### config.mk
export PLATFORM = sky130hd
export DESIGN_NAME = approx_mul_share_ctrl
export DESIGN_NICKNAME = d
export VERILOG_FILES = /design/src/rtl/approx_mul_share_ctrl.sv
export SDC_FILE = /design/constraint.sdc
export NUM_CORES = 1
export LEC_CHECK = 0
export ABC_AREA = 1
export CAP_MARGIN = 10
export CORE_MARGIN = 8
export CORE_UTILIZATION = 38
export DETAILED_ROUTE_END_ITERATION = 8
export GPL_TIMING_DRIVEN = 0
export HOLD_SLACK_MARGIN = 0.1
export PLACE_DENSITY = 0.77
export SYNTH_ARGS = -nofsm -noshare
export SYNTH_HDL_FRONTEND = slang
export SYNTH_SLANG_ARGS = --single-unit
### constraint.sdc
create_clock -name clk -period 2.39 [get_ports clk]
set_input_delay 0.3585 -clock clk [delete_from_list [all_inputs] [get_ports clk]]
set_output_delay 0.3585 -clock clk [all_outputs]
set_load 0.02 [all_outputs]
### src/rtl/approx_mul_share_ctrl.sv
// approx_mul_share_ctrl
//   Shares one external combinational 8x8 unsigned approximate multiplier among
//   NUM_REQ requesters. Requests are arbitrated round-robin, pushed through a
//   fixed LAT-cycle result pipeline and returned tagged with the requester ID.
//   An IDLE/RUN/DRAIN state machine lets the shared multiplier be stopped
//   cleanly: dropping en stops new grants and lets in-flight work finish.
//
// Optional feature macro: APPROX_MUL_ERR_STAT_EN
//   When defined, an exact product travels alongside each result and
//   err_cnt / err_max report mismatch count and maximum absolute error.
//   When undefined, err_cnt and err_max are tied to 0.
//
// Ports:
//   clk, rst_n        clock (rising edge), synchronous active-low reset
//   en                1 = grant new requests, 0 = drain and stop
//   req_valid/ready   per-requester handshake, req_ready is one-hot or zero
//   req_x, req_y      packed operands, requester i at [8i+7:8i]
//   mul_x, mul_y      registered operands to the multiplier (stage 1)
//   mul_z             combinational product back from the multiplier
//   rsp_valid/ready   response handshake
//   rsp_id, rsp_z     requester ID and product of the response
//   idle              1 while the state machine is IDLE
//   done_cnt          completed responses, wraps
//   err_cnt, err_max  error statistics (optional feature)
//
// Handshake semantics: a transfer happens on a rising edge where valid and
// ready are both 1. A source holding valid must keep its data stable until the
// transfer. req_ready depends combinationally on req_valid; rsp_valid never
// depends on rsp_ready.
module approx_mul_share_ctrl #(
  parameter int NUM_REQ = 4,
  parameter int ID_W    = 2,
  parameter int LAT     = 2,
  parameter int CNT_W   = 16
) (
  input  logic                 clk,
  input  logic                 rst_n,
  input  logic                 en,
  input  logic [NUM_REQ-1:0]   req_valid,
  output logic [NUM_REQ-1:0]   req_ready,
  input  logic [8*NUM_REQ-1:0] req_x,
  input  logic [8*NUM_REQ-1:0] req_y,
  output logic [7:0]           mul_x,
  output logic [7:0]           mul_y,
  input  logic [15:0]          mul_z,
  output logic                 rsp_valid,
  input  logic                 rsp_ready,
  output logic [ID_W-1:0]      rsp_id,
  output logic [15:0]          rsp_z,
  output logic                 idle,
  output logic [CNT_W-1:0]     done_cnt,
  output logic [CNT_W-1:0]     err_cnt,
  output logic [15:0]          err_max
);

  typedef enum logic [1:0] {
    ST_IDLE  = 2'd0,
    ST_RUN   = 2'd1,
    ST_DRAIN = 2'd2
  } state_e;

  state_e          state_q, state_d;
  logic [ID_W-1:0] ptr_q, ptr_d;
  logic [ID_W-1:0] sel;
  logic            sel_found;
  logic            stall;
  logic            accept;
  logic            pipe_empty;

  // Stage 1: operands held in front of the multiplier.
  logic            s1_v_q;
  logic [7:0]      s1_x_q, s1_y_q;
  logic [ID_W-1:0] s1_id_q;

  // Stages 2..LAT: product and ID, stage LAT drives the response port.
  logic [LAT:2]    pv_q;
  logic [ID_W-1:0] pid_q [2:LAT];
  logic [15:0]     pz_q  [2:LAT];

  logic [CNT_W-1:0] done_q;

  // The whole pipeline freezes while a response is offered but not taken.
  assign stall      = pv_q[LAT] & ~rsp_ready;
  assign pipe_empty = ~s1_v_q & ~(|pv_q);

  // Round-robin pick: first valid requester at or above the pointer, wrapping.
  always_comb begin
    sel       = '0;
    sel_found = 1'b0;
    for (int k = 0; k < NUM_REQ; k++) begin
      if (!sel_found && req_valid[(int'(ptr_q) + k) % NUM_REQ]) begin
        sel_found = 1'b1;
        sel       = ID_W'((int'(ptr_q) + k) % NUM_REQ);
      end
    end
  end

  always_comb begin
    req_ready = '0;
    if ((state_q == ST_RUN) && !stall && sel_found) begin
      req_ready[sel] = 1'b1;
    end
  end

  assign accept = |req_ready;

  always_comb begin
    ptr_d = ptr_q;
    if (accept) begin
      ptr_d = (sel == ID_W'(NUM_REQ - 1)) ? '0 : sel + ID_W'(1);
    end
  end

  always_comb begin
    state_d = state_q;
    case (state_q)
      ST_IDLE:  if (en) state_d = ST_RUN;
      ST_RUN:   if (!en) state_d = ST_DRAIN;
      ST_DRAIN: begin
        if (en)              state_d = ST_RUN;
        else if (pipe_empty) state_d = ST_IDLE;
      end
      default:  state_d = ST_IDLE;
    endcase
  end

  always_ff @(posedge clk) begin
    if (!rst_n) begin
      state_q <= ST_IDLE;
      ptr_q   <= '0;
      done_q  <= '0;
      s1_v_q  <= 1'b0;
      s1_x_q  <= '0;
      s1_y_q  <= '0;
      s1_id_q <= '0;
      pv_q    <= '0;
      for (int k = 2; k <= LAT; k++) begin
        pid_q[k] <= '0;
        pz_q[k]  <= '0;
      end
    end else begin
      state_q <= state_d;
      ptr_q   <= ptr_d;
      if (rsp_valid && rsp_ready) begin
        done_q <= done_q + CNT_W'(1);
      end
      if (!stall) begin
        s1_v_q <= accept;
        if (accept) begin
          s1_x_q  <= req_x[8*int'(sel) +: 8];
          s1_y_q  <= req_y[8*int'(sel) +: 8];
          s1_id_q <= sel;
        end
        pv_q[2]  <= s1_v_q;
        pid_q[2] <= s1_id_q;
        pz_q[2]  <= mul_z;
        for (int k = 3; k <= LAT; k++) begin
          pv_q[k]  <= pv_q[k-1];
          pid_q[k] <= pid_q[k-1];
          pz_q[k]  <= pz_q[k-1];
        end
      end
    end
  end

  assign mul_x     = s1_x_q;
  assign mul_y     = s1_y_q;
  assign rsp_valid = pv_q[LAT];
  assign rsp_id    = pid_q[LAT];
  assign rsp_z     = pz_q[LAT];
  assign idle      = (state_q == ST_IDLE);
  assign done_cnt  = done_q;

`ifdef APPROX_MUL_ERR_STAT_EN
  logic [15:0]      pe_q [2:LAT];
  logic [CNT_W-1:0] err_cnt_q;
  logic [15:0]      err_max_q;
  logic [15:0]      abs_diff;

  assign abs_diff = (rsp_z >= pe_q[LAT]) ? (rsp_z - pe_q[LAT]) : (pe_q[LAT] - rsp_z);

  always_ff @(posedge clk) begin
    if (!rst_n) begin
      err_cnt_q <= '0;
      err_max_q <= '0;
      for (int k = 2; k <= LAT; k++) begin
        pe_q[k] <= '0;
      end
    end else begin
      if (!stall) begin
        pe_q[2] <= 16'(s1_x_q) * 16'(s1_y_q);
        for (int k = 3; k <= LAT; k++) begin
          pe_q[k] <= pe_q[k-1];
        end
      end
      if (rsp_valid && rsp_ready) begin
        if ((rsp_z != pe_q[LAT]) && !(&err_cnt_q)) begin
          err_cnt_q <= err_cnt_q + CNT_W'(1);
        end
        if (abs_diff > err_max_q) begin
          err_max_q <= abs_diff;
        end
      end
    end
  end

  assign err_cnt = err_cnt_q;
  assign err_max = err_max_q;
`else
  assign err_cnt = '0;
  assign err_max = '0;
`endif

endmodule

# ---- Yosys cells after proc, flatten, opt, wreduce, memory -nomap -nowiden
# Memories as Yosys holds them, arrays and structs flattened.
# Cells that the tools add are included.
dict set report op_classes {
  eq_ne 6
  n_addsub 5
  mux 34
  reduce_logical 18
  shift 2
  magnitude_cmp 6
  n_bitwise 11
}
# op n
set ops {}
lappend ops {{variable part select 32 x 6 -> 8 bit} 2}
lappend ops {{two-way mux 2 bit} 10}
lappend ops {{adder 16 x 1 -> 16 bit, second input constant} 1}
lappend ops {{two-way mux 1 bit} 16}
lappend ops {{two-way mux 16 bit} 1}
lappend ops {{< comparator 3 x 4 -> 1 bit, second input constant} 3}
lappend ops {{binary-select mux 1 bit (select 2 bit)} 4}
lappend ops {{logical AND 1 bit} 7}
lappend ops {{< comparator 2 x 3 -> 1 bit, second input constant} 2}
lappend ops {{one-hot mux 2 bit (3 select lines)} 1}
lappend ops {{OR reduction 2 bit} 3}
lappend ops {{adder 2 x 1 -> 2 bit, second input constant} 2}
lappend ops {{adder 2 bit, second input constant} 2}
lappend ops {{equality test 2 bit, second input constant} 2}
lappend ops {{zero test 1 bit} 4}
lappend ops {{two-way mux 4 bit} 1}
lappend ops {{inequality test 2 bit, second input constant} 2}
lappend ops {{NOT 1 bit} 4}
lappend ops {{OR reduction 4 bit} 1}
lappend ops {{bitwise AND 1 bit, first input constant} 3}
lappend ops {{inequality test 3 bit, second input constant} 1}
lappend ops {{AND reduction 3 bit} 1}
lappend ops {{bitwise AND 1 bit} 2}
lappend ops {{demux 1 bit (select 2 bit)} 1}
lappend ops {{5 further kinds} 6}
dict set report totals {
  memories 2
  elab_cells 92
  register_bits 40
  ramBits 18
}
# memory depth word_bits rd rd_ports_with_merged_regs wr line
set mem_list {}
lappend mem_list {pz_q 1 16 1 0 1 78} ;# logic [15:0] pz_q [2:LAT];
lappend mem_list {pid_q 1 2 1 0 1 77} ;# logic [ID_W-1:0] pid_q [2:LAT];

# ---- Depth between registers and ports, before layout
dict set report logic_depth {
  depth_word 21
  mapped_depth 19
  ltp_nobuf 17
}

# ---- Worst setup path after synthesis
# OpenSTA, ideal clock, no wires.
dict set report synth_path {
  path_type {flip-flop to flip-flop}
  startpoint {register ptr_q[0]}
  endpoint {register s1_y_q[7] (netlist: mul_y[7])}
  setup_ps 109
  path_buffers 3
  slack_ps 55
  synth_period_minus_slack_ps 2335
  t_arrival_ps 2226
  stages_incl_launch_ff 18
  cell_sequence {dfxtp_1 -> buf_4 -> nand2_1 -> nand3_1 -> nand2_2 -> nor2_4 -> nand3_4 -> nand3_2 -> buf_2 -> inv_1 -> ha_1 -> o21ai_4 -> buf_4 -> nand3_1 -> nand2_1 -> inv_1 -> nand2_1 -> inv_1}
}
dict set report synth_via {
  elab_chain_len 19
  elab_cells_between_ends 38
}
# element line
set synth_lines {}
lappend synth_lines {{start, declared} 63} ;# logic [ID_W-1:0] ptr_q, ptr_d;
lappend synth_lines {{start signal, assigned} 143} ;# ptr_q <= ptr_d;
lappend synth_lines {{adder 2 x 1 -> 2 bit or binary-select mux 1 bit (select 2 bit) (tied branches)} {91, 93}}
lappend synth_lines {{binary-select mux 1 bit (select 2 bit) or two-way mux 1 bit (tied branches)} 91} ;# if (!sel_found && req_valid[(int'(ptr_q) + k) % NUM_REQ]) begin
lappend synth_lines {{two-way mux 1 bit (implied by the code)} 91}
lappend synth_lines {{two-way mux 1 bit (implied by the code) or zero test 1 bit (tied branches)} 91}
lappend synth_lines {{logical AND 1 bit} 91}
lappend synth_lines {{two-way mux 1 bit} 91}
lappend synth_lines {{zero test 1 bit} 91}
lappend synth_lines {{logical AND 1 bit} 91}
lappend synth_lines {{[... 3 more ...]} -}
lappend synth_lines {{two-way mux 2 bit} 91}
lappend synth_lines {{< comparator 2 x 3 -> 1 bit (implied by the code) or >= comparator 2 x 1 -> 1 bit (tied branches)} 101} ;# req_ready[sel] = 1'b1;
lappend synth_lines {{logical AND 1 bit (implied by the code)} 101}
lappend synth_lines {{two-way mux 1 bit (implied by the code)} 101}
lappend synth_lines {{demux 1 bit (select 2 bit)} 101}
lappend synth_lines {{two-way mux 4 bit} 100} ;# if ((state_q == ST_RUN) && !stall && sel_found) begin
lappend synth_lines {{OR reduction 4 bit} 105} ;# assign accept = |req_ready;
lappend synth_lines {{AND reduction 2 bit (no line)} -}
lappend synth_lines {{end signal, assigned} 151} ;# s1_y_q <= req_y[8*int'(sel) +: 8];
lappend synth_lines {{end, declared} 72} ;# logic [7:0] s1_x_q, s1_y_q;
# Parallel ways exist; a longest one is shown, timed or not. The select of a mux whose other input is x is not followed.
# A chain may end at the register's enable or synchronous reset.

# ---- Worst setup path after layout
dict set report layout_path {
  startpoint {register ptr_q[0]}
  endpoint {register ptr_q[0]}
}
dict set report layout_via {
  elab_chain_len 18
  elab_cells_between_ends 39
}
# element line
set layout_lines {}
lappend layout_lines {{adder 2 x 1 -> 2 bit or binary-select mux 1 bit (select 2 bit) (tied branches)} {91, 93}}
lappend layout_lines {{binary-select mux 1 bit (select 2 bit) or two-way mux 1 bit (tied branches)} 91}
lappend layout_lines {{two-way mux 1 bit (implied by the code)} 91}
lappend layout_lines {{two-way mux 1 bit (implied by the code) or zero test 1 bit (tied branches)} 91}
lappend layout_lines {{logical AND 1 bit} 91}
lappend layout_lines {{two-way mux 1 bit} 91}
lappend layout_lines {{zero test 1 bit} 91}
lappend layout_lines {{logical AND 1 bit} 91}
lappend layout_lines {{[... 2 more ...]} -}
lappend layout_lines {{logical AND 1 bit} 91}
lappend layout_lines {{two-way mux 2 bit} 91}
lappend layout_lines {{< comparator 2 x 3 -> 1 bit (implied by the code) or >= comparator 2 x 1 -> 1 bit (tied branches)} 101}
lappend layout_lines {{logical AND 1 bit (implied by the code)} 101}
lappend layout_lines {{two-way mux 1 bit (implied by the code)} 101}
lappend layout_lines {{demux 1 bit (select 2 bit)} 101}
lappend layout_lines {{two-way mux 4 bit} 100}
lappend layout_lines {{OR reduction 4 bit} 105}
# Parallel ways exist; a longest one is shown, timed or not. The select of a mux whose other input is x is not followed.

==> results.md <==
- Sequential cells burn between 10% and 20% of the power.
- Dividing the synthesized area by the synthesized cell count gives approximately 6.5 sq um.
- The detailed-routed wire length on met2 is between 6 and 7 mm.
- Once layout is complete, the utilization of the core stands at a little over three fifths.
- The number of global-route vias before repair is approximately 4200.
- The accumulated negative setup slack is 0 ns.
- The first global-routing pass estimated 19.1 mm of wire.
- The library cells used most frequently in the layout, excluding fill and tap cells, are clkdlybuf4s50_1 (134), nand2_1 (126), inv_1 (122).
- The number of I/O port buffers is roughly 140.
- The standard cell core area is between 0.009 and 0.01 sq mm.
- The clock tree from TritonCTS is built.
- Buffers inserted to repair hold after CTS numbered 0.
- The net count of the finished layout is about 900.
- The gate count of the mapped netlist is about 590.
- Summing every instance area after synthesis gives around 0.0038 sq mm.
- The slew at the pin closest to its max-slew limit is 0.757 ns.
- Of all flip-flops after synthesis, the portion carrying an async set or reset was 0%.
- The proportion of power drawn by the clock network is 14.6%.
- The warning count from the yosys run is 0.
- The number of hold violations in the final report was 0.
- The tree is rooted in a clkbuf_8.
- The nature of the critical path endpoint is a register.
- The sequential cells in the finished layout cover a total of about 0.0013 sq mm.
- The tightest hold margin is 0.379 ns.
- The path type of the worst setup path is register to register.
- IR analysis of the VDD net gives a maximum drop of 0.755 mV.
- roughly 180 I/O pins were placed.
- The initialized floorplan defines 36 standard-cell rows.
- The largest fanout of any net on the critical path is 10.
- The critical path startpoint category is a register.
- The number of iterations in the first detailed-routing pass is 7.
- The clock reaches the later pin of the worst-skew pair after 0.33 ns.
- The portion of the post-synthesis area used by sequential elements is 34.9%.
- The worst min-delay path category is input port to register.
- The internal power of the cells is ~3.8 mW.
- The post-synthesis to final-layout area growth is 59.4%.
- The tool flagged a number of max-cap violations equal to 0.
- The final count of pins violating max slew is 0.
- In this run the static leakage power is ~3.1 nW.
- The estimated wirelength of the detail-placed design is approximately 9.6 mm.
- For this run, the slowest stage of the critical path takes between 0.3 and 0.4 ns.
- The longest clock path from root to sink contains 2 buffers.
- After filler insertion, the fill cell instance count of the layout stands at roughly 900.
- The setup-violating endpoint count in the final report is 0.
- In the final layout, the multi-input gates occupy ~0.002 sq mm.
- The switching share of power is between 40% and 50%.
- After detailed placement, the design holds a cell count of 893.
- The count of unique library cells instantiated by Yosys is 34.
- In this run the top signal layer used is met4.
- Leaving out fill and tap cells, the most frequent cell in the layout is clkdlybuf4s50_1.
- The flow ran to the end, and the final reports show no timing, DRC or antenna violations.
- The share of cells above drive strength 1 is about 17%.
- The clock-pin transition on the worst setup and hold timing paths is around 0.060 ns.
- The antenna violation net count after detailed routing is 0.
- The maximum clock rate is around 420 MHz.
- The net switching power of the design is 3.36 mW.
- Setup repair after global routing could not meet its margin everywhere.
- Detailed routing placed a total of about 1.1 mm of wire on met3.
- The shortest period the worst path allows is 2.38 ns.
- Synthesis inferred 58 register bits.
- The critical path goes through buf_6, nand2_2, nand2_4, nand2_2, nand2_2, nor2_4, nand3_4, nand3_4, inv_4, ha_4, buf_4, o21ai_4, nand2_2, buf_4, o21ai_1, nor2_1.
- The cell seen most often among critical-path stages is nand2_2.
- In this run, synthesis inferred 18 flip-flops with an integrated enable.
- The die covers around 0.014 sq mm.
- The most common flop cell mapped by yosys is dfxtp_1.
- The arrival time of data at the critical path endpoint is between 2 and 3 ns.
- Combinational logic burns 66.0% of the power.
- The average vias per placed instance is ~4.5.
- For this run, the total global-route usage over all layers was measured as 17.6%.
- The routed wire length per instance is roughly 13 um.
- Counting the buffers created by CTS gives 9.
- On the final layout, the worst clock skew is approximately 0.012 ns.
- For the worst setup path, the data required time is 2.59 ns.
- The worst pin sits at a relative slew slack of approximately 50%.
- The number of antenna violations at the first check in global routing is 0.
- The period utilization is between 90 and 100%.
- Summing over every cut layer, the via total after detailed routing is between 4000 and 5000.
- The final weighted congestion in routability-driven placement is 0.820.
- The floorplan die height is 117 um.
- The count of unresolved DRC violations after routing is 0.
- The wire length the detailed router placed on met1 is approximately 5 mm.
- The H-tree level count is 3.
- Summed over all layers, the global routing overflow is 0.
- The starting density of the core is between 30% and 40%.
- The repair_antennas step left the layout with diodes totalling 0.
- The number of design-rule violations left by the first detailed-router iteration is 204.
- The chip width is between 100 and 150 um.
- Among all stages on the critical path, the largest delay is contributed by dfxtp_4.
- Power spread over the standard cell area amounts to ~1200 mW/mm^2.
- The pin count of the biggest net entering global routing is 21.
- The number of clock sinks seen by CTS is just under 60.
- The routed design has between 10 and 15 mm of wire.
- The post-layout instance count excluding filler cells is 927.
## cell type report
class,instances,share of cell area [%]
multi-input combinational,371,31.7
timing repair buffer,163,25.6
sequential,58,22.0
inverter,133,8.35
buffer,53,5.76
tap,133,2.72
clock buffer,10,2.43
clock inverter,6,1.41
## through the flow
| stage | instance area (sq um) | setup slack [ns] | power [mW] |
|---|---|---|---|
| 4_1_cts | 5960 | -0.0608 | 6.88 |
| 5_1_grt | 6130 | -0.0991 | 7.77 |
| 2_1_floorplan | 3960 | 0.0548 | 4.11 |
| 3_3_place_gp | 5550 | -1.02 | 5.28 |
| 6_report | 6130 | 0.00974 | 7.16 |
| 3_5_place_dp | 5550 | -1.07 | 5.34 |
## layer usage
metal	track usage [%]	vias up
met2	32.0	165
met5	0	-
met4	6.74	0
met3	5.48	18
met1	18.6	1831
li1	-	2163
## critical path: cells and delay by family (launching register included)
kind	cells	cell delay, ns
AO/OA/AOI/OAI	2	0.32
buffers and inverters	4	0.50
AND/OR/NAND/NOR	9	0.91
adder cells (fa/ha/maj)	1	0.16
flip-flops	1	0.36
## cells by family (layout without fill, tap and decap cells)
group	Yosys count	after routing	synth area share [%]
simple gates	307	307	37.4
fa+ha+maj	2	2	0.651
other cells	1	32	0.0976
compound gates	29	29	4.43
flops	58	58	34.9
xor+xnor	1	1	0.228
buf+inv	189	365	22.3
## cell usage after synthesis (2+ instances only)
| master | n | area (sq um) |
|---|---|---|
| a21oi_1 | 10 | 50.1 |
| buf_1 | 2 | 7.51 |
| buf_2 | 5 | 25.0 |
| buf_4 | 36 | 270 |
| clkbuf_1 | 12 | 45.0 |
| dfxtp_1 | 40 | 801 |
| edfxtp_1 | 18 | 541 |
| ha_1 | 2 | 25.0 |
| inv_1 | 126 | 473 |
| inv_2 | 7 | 26.3 |
| nand2_1 | 141 | 529 |
| nand2_2 | 7 | 43.8 |
| nand2_4 | 2 | 22.5 |
| nand3_1 | 58 | 290 |
| nand3_2 | 4 | 40.0 |
| nand4_1 | 35 | 219 |
| nor2_1 | 42 | 158 |
| nor3_1 | 10 | 50.1 |
| nor3b_1 | 3 | 22.5 |
| o21ai_0 | 10 | 50.1 |
| o21ai_1 | 4 | 20.0 |
## power groups by stage
stage	sequential (mW)	combinational, mW	clock [mW]
2_1_floorplan	1.62	2.49	0
3_3_place_gp	1.38	3.90	0
3_5_place_dp	1.40	3.94	0
4_1_cts	1.38	4.43	1.07
5_1_grt	1.42	5.23	1.12
6_report	1.39	4.72	1.05
## sequential cells by signal, indices dropped and copies added (netlist names)
signal,flops
rsp_valid,1
ptr_q,2
state_q,2
mul_y,8
done_cnt,16
s1_id_q,2
pid_q,2
s1_v_q,1
pz_q,16
mul_x,8
## path summary, 6_finish.rpt
kind            start    endpoint  slack [ns]  cells after the start
min reg2reg    s1_v_q      s1_v_q        0.50                      2
max reg2reg  ptr_q[0]    ptr_q[0]        0.01                     16
max          ptr_q[0]    ptr_q[0]        0.01                     16
min             rst_n  state_q[0]        0.38                      3
## timing repair
item                                    in CTS  in global routing
pin swaps                                   11                 16
endpoints found under the setup margin      25                 25
cloned                                       0                  1
setup buffers                               13                  7
gates resized for setup                     52                 39
No activity file was read; power rests on OpenSTA's default activity.
